**config.mk**
```make
export PLATFORM = sky130hd
export DESIGN_NAME = arb_rr_n
export DESIGN_NICKNAME = d
export VERILOG_FILES = /design/src/rtl/arb_rr_n_pkg.sv /design/src/rtl/arb_rr_pick.sv /design/src/rtl/arb_rr_n.sv
export SDC_FILE = /design/constraint.sdc
export NUM_CORES = 1
export LEC_CHECK = 0
export CELL_PAD_IN_SITES_DETAIL_PLACEMENT = 1
export CELL_PAD_IN_SITES_GLOBAL_PLACEMENT = 2
export CORE_MARGIN = 3
export CORE_UTILIZATION = 20
export DETAILED_ROUTE_END_ITERATION = 8
export HOLD_SLACK_MARGIN = 0.06
export PLACE_DENSITY_LB_ADDON = 0.12
export SYNTH_ARGS = -nofsm -noshare
export SYNTH_HDL_FRONTEND = slang
export SYNTH_SLANG_ARGS = --single-unit
```
**constraint.sdc**
```tcl
create_clock -name clk -period 3.3 [get_ports clk]
set_clock_uncertainty 0.2 [all_clocks]
set_input_delay 0.66 -clock clk [delete_from_list [all_inputs] [get_ports clk]]
set_output_delay 0.66 -clock clk [all_outputs]
set_load 0.02 [all_outputs]
```
**src/rtl/arb_rr_n_pkg.sv**
```systemverilog
// Shared constants for the N-input packet arbiter and its picker.
// Mode encodings select rotating versus lowest-index priority.
package arb_rr_n_pkg;

    localparam logic ARB_MODE_RR    = 1'b0;
    localparam logic ARB_MODE_FIXED = 1'b1;
    localparam int   ARB_DEF_W      = 32;

endpackage

```
**src/rtl/arb_rr_pick.sv**
```systemverilog
// Combinational rotate-priority picker: one-hot grant plus encoded index, zero when no request.
// Round-robin scans ptr, ptr+1, ... modulo N; fixed mode scans from index 0.
module arb_rr_pick
    import arb_rr_n_pkg::*;
#(
    parameter int N  = 3,
    parameter int CW = (N > 1) ? $clog2(N) : 1
) (
    input  logic [N-1:0]  req,
    input  logic [CW-1:0] ptr,
    input  logic          mode,
    output logic [N-1:0]  gnt,
    output logic [CW-1:0] idx
);

    localparam logic [CW:0] NUM = (CW+1)'(N);

    logic [CW:0] pos;
    logic        found;

    // One spare bit on pos so ptr+k cannot overflow before the modulo-N fold.
    always_comb begin
        gnt   = '0;
        idx   = '0;
        found = 1'b0;
        pos   = '0;
        for (int k = 0; k < N; k++) begin
            pos = (mode == ARB_MODE_FIXED) ? (CW+1)'(k) : ({1'b0, ptr} + (CW+1)'(k));
            if (pos >= NUM) begin
                pos = pos - NUM;
            end
            if (!found && req[pos[CW-1:0]]) begin
                found                = 1'b1;
                gnt[pos[CW-1:0]]     = 1'b1;
                idx                  = pos[CW-1:0];
            end
        end
    end

endmodule

```
**src/rtl/arb_rr_n.sv**
```systemverilog
// N-input packet arbiter with multi-beat locking into one registered output stage.
// Accepted beat appears 1 cycle later; sinks see ready only when the output register can load.
module arb_rr_n
    import arb_rr_n_pkg::*;
#(
    parameter int N    = 3,
    parameter int W    = ARB_DEF_W,
    parameter int MODE = 0,
    parameter int CW   = (N > 1) ? $clog2(N) : 1
) (
    input  logic           clk,
    input  logic           rst,
    input  logic [N*W-1:0] iSnkData,
    input  logic [N-1:0]   iSnkValid,
    input  logic [N-1:0]   iSnkLast,
    output logic [N-1:0]   oSnkReady,
    output logic [W-1:0]   oSrcData,
    output logic           oSrcValid,
    output logic           oSrcLast,
    output logic [CW-1:0]  oSrcChan,
    input  logic           iSrcReady
);

    localparam logic MODE_L = (MODE == 1) ? ARB_MODE_FIXED : ARB_MODE_RR;

    logic [CW-1:0] ptr;
    logic          lock;
    logic [CW-1:0] lock_ch;

    logic          load;
    logic [N-1:0]  req;
    logic [N-1:0]  gnt;
    logic [CW-1:0] idx;
    logic          xfer;
    logic [W-1:0]  sel_dat;
    logic          sel_last;

    assign load = !oSrcValid | iSrcReady;

    // While locked, only the owning channel may compete, even if it is idle.
    assign req = lock ? (iSnkValid & (N'(1) << lock_ch)) : iSnkValid;

    arb_rr_pick #(
        .N  (N),
        .CW (CW)
    ) u_pick (
        .req  (req),
        .ptr  (ptr),
        .mode (MODE_L),
        .gnt  (gnt),
        .idx  (idx)
    );

    assign oSnkReady = gnt & {N{load & rst}};
    assign xfer      = |oSnkReady;
    assign sel_last  = |(gnt & iSnkLast);

    always_comb begin
        sel_dat = '0;
        for (int i = 0; i < N; i++) begin
            if (gnt[i]) begin
                sel_dat = sel_dat | iSnkData[i*W +: W];
            end
        end
    end

    always_ff @(posedge clk or negedge rst) begin
        if (!rst) begin
            oSrcValid <= 1'b0;
            oSrcData  <= '0;
            oSrcLast  <= 1'b0;
            oSrcChan  <= '0;
            ptr       <= '0;
            lock      <= 1'b0;
            lock_ch   <= '0;
        end else if (load) begin
            oSrcValid <= xfer;
            if (xfer) begin
                oSrcData <= sel_dat;
                oSrcLast <= sel_last;
                oSrcChan <= idx;
                if (!sel_last) begin
                    lock    <= 1'b1;
                    lock_ch <= idx;
                end else begin
                    lock <= 1'b0;
                    if (MODE_L == ARB_MODE_RR) begin
                        ptr <= (idx == CW'(N-1)) ? '0 : idx + 1'b1;
                    end
                end
            end
        end
    end

endmodule
```
# Word-level counts from Yosys, hierarchy flattened
# Index checks and enable logic that the tools add are counted.
[word_totals] regBits=41 output_inout_bits=39
[op_classes] muxes=29 n_eq_ne=1 shift=1 addsub=6 bitwise=10 magnitude_cmp=9 n_reduce_logical=13
[ops] cell="32-bit two-way mux" n=3
[ops] cell="32-bit bitwise OR" n=2
[ops] cell="2-bit two-way mux" n=7
[ops] cell="3-bit two-way mux" n=4
[ops] cell="3-bit bitwise AND" n=3
[ops] cell="2-bit by 3-bit less-than comparator with 1-bit output (second input constant)" n=3
[ops] cell="1-bit two-way mux" n=9
[ops] cell="1-bit binary-select mux with 2-bit select" n=3
[ops] cell="1-bit demux with 2-bit select" n=3
[ops] cell="2-bit by 1-bit greater-or-equal comparator with 1-bit output (second input constant)" n=3
[ops] cell="3-bit by 2-bit greater-or-equal comparator with 1-bit output (second input constant)" n=2
[ops] cell="3-bit bitwise OR" n=2
[ops] cell="3-bit AND reduction" n=2
[ops] cell="3-bit OR reduction" n=2
[ops] cell="2-bit subtractor (second input constant)" n=3
[ops] cell="1-bit logical AND" n=5
[ops] cell="2-bit by 1-bit adder with 3-bit output (second input constant)" n=1
[ops] cell="2-bit by 2-bit adder with 3-bit output (second input constant)" n=1
[ops] cell="1-bit zero test" n=3
[ops] cell="1-bit by 2-bit << shifter with 3-bit output (first input constant)" n=1
[ops] cell="2-bit by 1-bit adder with 2-bit output (second input constant)" n=1
[ops] cell="2-bit == test (second input constant)" n=1
[ops] cell="2-bit greater-or-equal comparator (second input constant)" n=1
[ops] cell="2-bit AND reduction" n=1
[ops] cell="3 further kinds" n=3

# Depth between registers and ports, before layout
[logic_depth] word_depth=17 mapped_depth=14

# Modules after synthesis
# Synthesis repeated with hierarchy kept, for this count alone.
[unflattened] hier_cells=236 hier_area_um2=2312.2
[by_module_without_submodules] mod="arb_rr_n" cells_each=186 instances=1 seq_area_each_um2=1026.0 area_each_um2=1921.8
[by_module_without_submodules] mod="arb_rr_pick" cells_each=50 instances=1 seq_area_each_um2=0.0 area_each_um2=390.4

# Worst setup path after synthesis
# No wires, ideal clock.
[synth_timing] path_type="register to output" startpoint="register ptr[0]" endpoint="output port oSnkReady[0]" stages_incl_launch_ff=11 setup_slack_ps=23 arrival_ps=2417 path_cell_list="dfrtp_1 -> inv_1 -> ha_1 -> inv_1 -> a2111oi_0 -> a2bb2oi_1 -> o22ai_1 -> a221o_1 -> buf_2 -> clkbuf_1 -> nor2b_1"
[synth_between] elab_chain_len=12 word_cells_on_any_way=44
[synth_lines] item="start: declaration" line_no="arb_rr_n.sv:26" source="logic [CW-1:0] ptr;"
[synth_lines] item="start signal: assignment" line_no="arb_rr_n.sv:88" source="ptr <= (idx == CW'(N-1)) ? '0 : idx + 1'b1;"
[synth_lines] item="2-bit by 1-bit adder with 3-bit output, or another cell as far along" line_no="arb_rr_pick.sv:28" source="pos = (mode == ARB_MODE_FIXED) ? (CW+1)'(k) : ({1'b0, ptr} + (CW+1)'(k));"
[synth_lines] item="3-bit by 2-bit greater-or-equal comparator with 1-bit output, or another cell as far along" line_no="arb_rr_pick.sv:29" source="if (pos >= NUM) begin"
[synth_lines] item="2-bit two-way mux, or another cell as far along" line_no="arb_rr_pick.sv:29"
[synth_lines] item="2-bit by 3-bit less-than comparator with 1-bit output (implied by the code), or another cell as far along" line_no="arb_rr_pick.sv:34" source="gnt[pos[CW-1:0]] = 1'b1;"
[synth_lines] item="1-bit logical AND (implied by the code), or another cell as far along" line_no="arb_rr_pick.sv:34"
[synth_lines] item="1-bit two-way mux (implied by the code), or another cell as far along" line_no="arb_rr_pick.sv:34"
[synth_lines] item="1-bit demux with 2-bit select, or another cell as far along"
[synth_lines] item="3-bit bitwise OR (no source line) or 1-bit two-way mux (tied branches)"
[synth_lines] item="3-bit two-way mux or 1-bit zero test (tied branches)" line_no="arb_rr_pick.sv:32" source="if (!found && req[pos[CW-1:0]]) begin"
[synth_lines] item="3-bit bitwise OR (no source line) or 1-bit logical AND (tied branches)"
[synth_lines] item="3-bit two-way mux (*)" line_no="arb_rr_pick.sv:32"
[synth_lines] item="3-bit bitwise AND (*)" line_no="arb_rr_n.sv:54" source="assign oSnkReady = gnt & {N{load & rst}};"
[synth_lines] item="end: declaration" line_no="arb_rr_n.sv:16" source="output logic [N-1:0] oSnkReady,"
# Every way passes the cells marked *; elsewhere a longest branch is shown, timed or not. The select of a mux whose other input is x is not followed.

# Worst setup path after layout
[layout_timing] startpoint="input port iSnkValid[2]" endpoint="output port oSnkReady[0]"
[layout_between] elab_chain_len=12 word_cells_on_any_way=20
[layout_lines] item="start: declaration" line_no="arb_rr_n.sv:14" source="input logic [N-1:0] iSnkValid,"
[layout_lines] item="3-bit bitwise AND" line_no="arb_rr_n.sv:41" source="assign req = lock ? (iSnkValid & (N'(1) << lock_ch)) : iSnkValid;"
[layout_lines] item="3-bit two-way mux (*)" line_no="arb_rr_n.sv:41"
[layout_lines] item="1-bit binary-select mux with 2-bit select" line_no="arb_rr_pick.sv:32"
[layout_lines] item="1-bit two-way mux (implied by the code)" line_no="arb_rr_pick.sv:32"
[layout_lines] item="1-bit two-way mux" line_no="arb_rr_pick.sv:32"
[layout_lines] item="1-bit zero test" line_no="arb_rr_pick.sv:32"
[layout_lines] item="1-bit logical AND" line_no="arb_rr_pick.sv:32"
[layout_lines] item="1-bit two-way mux" line_no="arb_rr_pick.sv:32"
[layout_lines] item="1-bit zero test" line_no="arb_rr_pick.sv:32"
[layout_lines] item="1-bit logical AND" line_no="arb_rr_pick.sv:32"
[layout_lines] item="3-bit two-way mux (*)" line_no="arb_rr_pick.sv:32"
[layout_lines] item="3-bit bitwise AND (*)" line_no="arb_rr_n.sv:54"
# Marks and branches as above.

==> results <==
==> synth_stat cells, types with 2 or more instances <==
cell type,instances
clkbuf_1,10
nand2_1,44
buf_2,4
or2_2,2
nor3b_1,2
nand2b_1,6
and2_1,2
nor2b_1,4
inv_1,6
o21ai_0,20
a2111o_1,2
a211oi_1,2
o22ai_1,2
a222oi_1,32
buf_6,4
clkbuf_2,2
dfrtp_1,41
a221o_1,2
nor2_1,5
ha_1,4
o21ai_1,14
o21a_1,3
==> critical path: stages <==
cell,delay (ns)
dlygate4sd2_1,0.29
buf_4,0.17
mux2i_1,0.19
o221ai_2,0.15
a211oi_2,0.25
a211oi_2,0.07
a221o_1,0.30
nor2b_1,0.14
buf_4,0.15
==> per-stage QoR <==
stage                     total power, mW  setup TNS (ns)
after floorplan                      2.50               0
after global placement               3.79          -16.53
after detailed placement             3.82          -17.50
after CTS                            4.41        -0.00152
after global routing                 4.78         -0.0382
final                                4.41               0
==> cell families (layout without fill, tap and decap cells) <==
kind of cell               count (synthesis)  count (layout)
and+or+nand+nor                           73              73
adders and majority gates                  4               4
AOI/OAI and AO/OA                         93              93
DFF                                       41              41
buffers and inverters                     27             197
muxes                                      2               2
==> sequential cells by signal, indices dropped and copies added (netlist names) <==
| register | cells |
|---|---|
| oSrcLast | 1 |
| oSrcChan | 2 |
| lock | 1 |
| oSrcData | 32 |
| ptr | 2 |
| oSrcValid | 1 |
| lock_ch | 2 |
==> per-layer routing <==
layer	up-vias	track usage (%)	routed length [microns]	part of all wire (%)
li1	1269	-	-	-
met1	1269	18.5	4150	43
met2	99	23.5	4650	48
met3	7	4.93	813	8.4
met4	0	3.40	87	0.90
met5	-	0	0	0
==> worst paths after layout <==
path                                               from                        to  slack [ns]  depth (start not counted)
min in group asynchronous                           rst     oSrcValid$_DFFE_PN0N_        0.29                          2
worst max-delay path                       iSnkValid[2]              oSnkReady[0]        0.07                          9
max in group asynchronous                           rst        ptr[0]$_DFFE_PN0P_        2.21                          2
worst min-delay path            oSrcData[1]$_DFFE_PN0P_   oSrcData[1]$_DFFE_PN0P_        0.28                          2
worst min register to register  oSrcData[1]$_DFFE_PN0P_   oSrcData[1]$_DFFE_PN0P_        0.28                          2
worst max register to register       ptr[0]$_DFFE_PN0P_  oSrcData[11]$_DFFE_PN0P_        0.21                         13
==> where the power goes <==
part | total [mW] | internal [mW] | switching [mW] | leakage [nW]
Sequential | 0.819 | 0.710 | 0.109 | 0.527
Clock | 0.507 | 0.282 | 0.225 | 0.0702
Combinational | 3.09 | 1.46 | 1.63 | 1.18
Total | 4.41 | 2.45 | 1.96 | 1.78
==> area by class of cell <==
type                    count  area [sq um]
well taps                 140           175
clock buffers               5           125
repair buffers            183          1750
clock inverters             3          21.3
flip-flops and latches     41          1030
inverters                   6          22.5
multi-input cells         172          1270
fillers                  1261          6740
==> repair_timing <==
action                                  4_1_cts  5_1_grt
endpoints found under the setup margin       41       41
endpoints found under the hold margin         0        0
gates resized for setup                      22       12
pin swaps                                     1        4
==> results.toml <==
[worst_setup_path]
cp.arrival_ns = 2.37
end_kind = "output port"
cp-start-kind = "primary input"
crit_fanout = 4
crit_required_ns = 2.44
path_class = "primary input to output port"

[yosys]
synth_top_cell_by_area = "dfrtp_1"
synth_nets = 349
syn_avg_cell_area_sq_um = 9.71
ys_seq_area_share_pct = 44.0
synth_top_area_share_pct = 44.0
synthCells = 240
ys_types = 49
ys_ff_latch = 41
synth_edf_count = 0
synth_warnings = 0
synth_top_family_by_area = "compound AO/OA/AOI/OAI gates"
synth_compound_area_share_pct = 32.2
yosys.area_share.simple_pct = 14.6
synth_ff_type = "dfrtp_1"
synthAdderAreaFrac_pct = 2.15
synth_area_sq_um = 2330
synth_xor_area_share_pct = 0
synth_area_leaders = "dfrtp_1, a222oi_1, nand2_1"
async_flop_share_pct = 100
synthMuxAreaShare_pct = 0.913

[sta]
setup_viol = 0
tightest_slew_ns = 0.680
fin_crit_ns = 3.23
fmaxAchievable_ghz = 0.310
max_slew_margin_pct = 54.2
min_period_over_period_pct = 97.8
final_hold_viol_count = 0
grt_setup_unrepaired = "true"
holdWs_ns = 0.281
slew_violations = 0
fin_ws_ns = 0.0724

[worst_hold_path]
hp-class = "register to register"

[finish]
nNetsFinal = 518
utilization_pct = 39.4
synthToLayoutAreaGrowth_pct = 88.2
layout_commonest_cell = "clkdlybuf4s50_1"
diodes = 0
design_area_sq_um = 4390
final_cell_mix = "clkdlybuf4s50_1, nand2_1, dfrtp_1"
instances_no_fill = 550
final_layout_size_suffix_gt1_share_pct = 17.1

[status]
status = "completed"

[clocking]
clk_pin_slew_ns = 0.06
htreeDepth = 2
cts_buffers = 5
cts_hold_buf = 0
clock_latency_ns = 0.29
cts_setup_buffers = 0
clock_sinks = 41
cts_tree = "done"
cts.root.buffer_cell = "clkbuf_16"
clk_path_buf_depth = 2

[global_route]
antenna_found_initial = 0
grt_pass1_vias = 2837
grt_start_max_net_pins = 44
grt.total_usage_pct = 14.4
grt_overflow = 0
grt_pass1_wl_mm = 14.8

[detailed_routing]
routed_wl_mm = 9.71
drt_first_pass_iters = 8
drc_errors = 0
vias = 2644
via_per_inst = 4.81
wl_per_cell_microns = 17.6
detail-route-antenna-nets = 0
initialDrtViolationCount = 151

[floorplan]
start_util_pct = 20.9
die_area_sq_um = 13000
design.core.area_sq_um = 11100
row_count = 38
die_y_microns = 114
die_w_microns = 114
pin_count = 144

[power_and_ir_drop]
p_per_area_nw_per_um2 = 1010
ir_drop_v = 0.000505
power.leakage_nw = 1.78

[place]
hpwlAfterDp_mm = 7.34
place.gp.congestion = 0.794
post-place-ws_ns = -0.556
port_buffers = 143
dpl_cell_area_sq_um = 4150
dp.cells = 542

[flow_run]
drv_cap = 0
(Power assumes the default switching activity.)
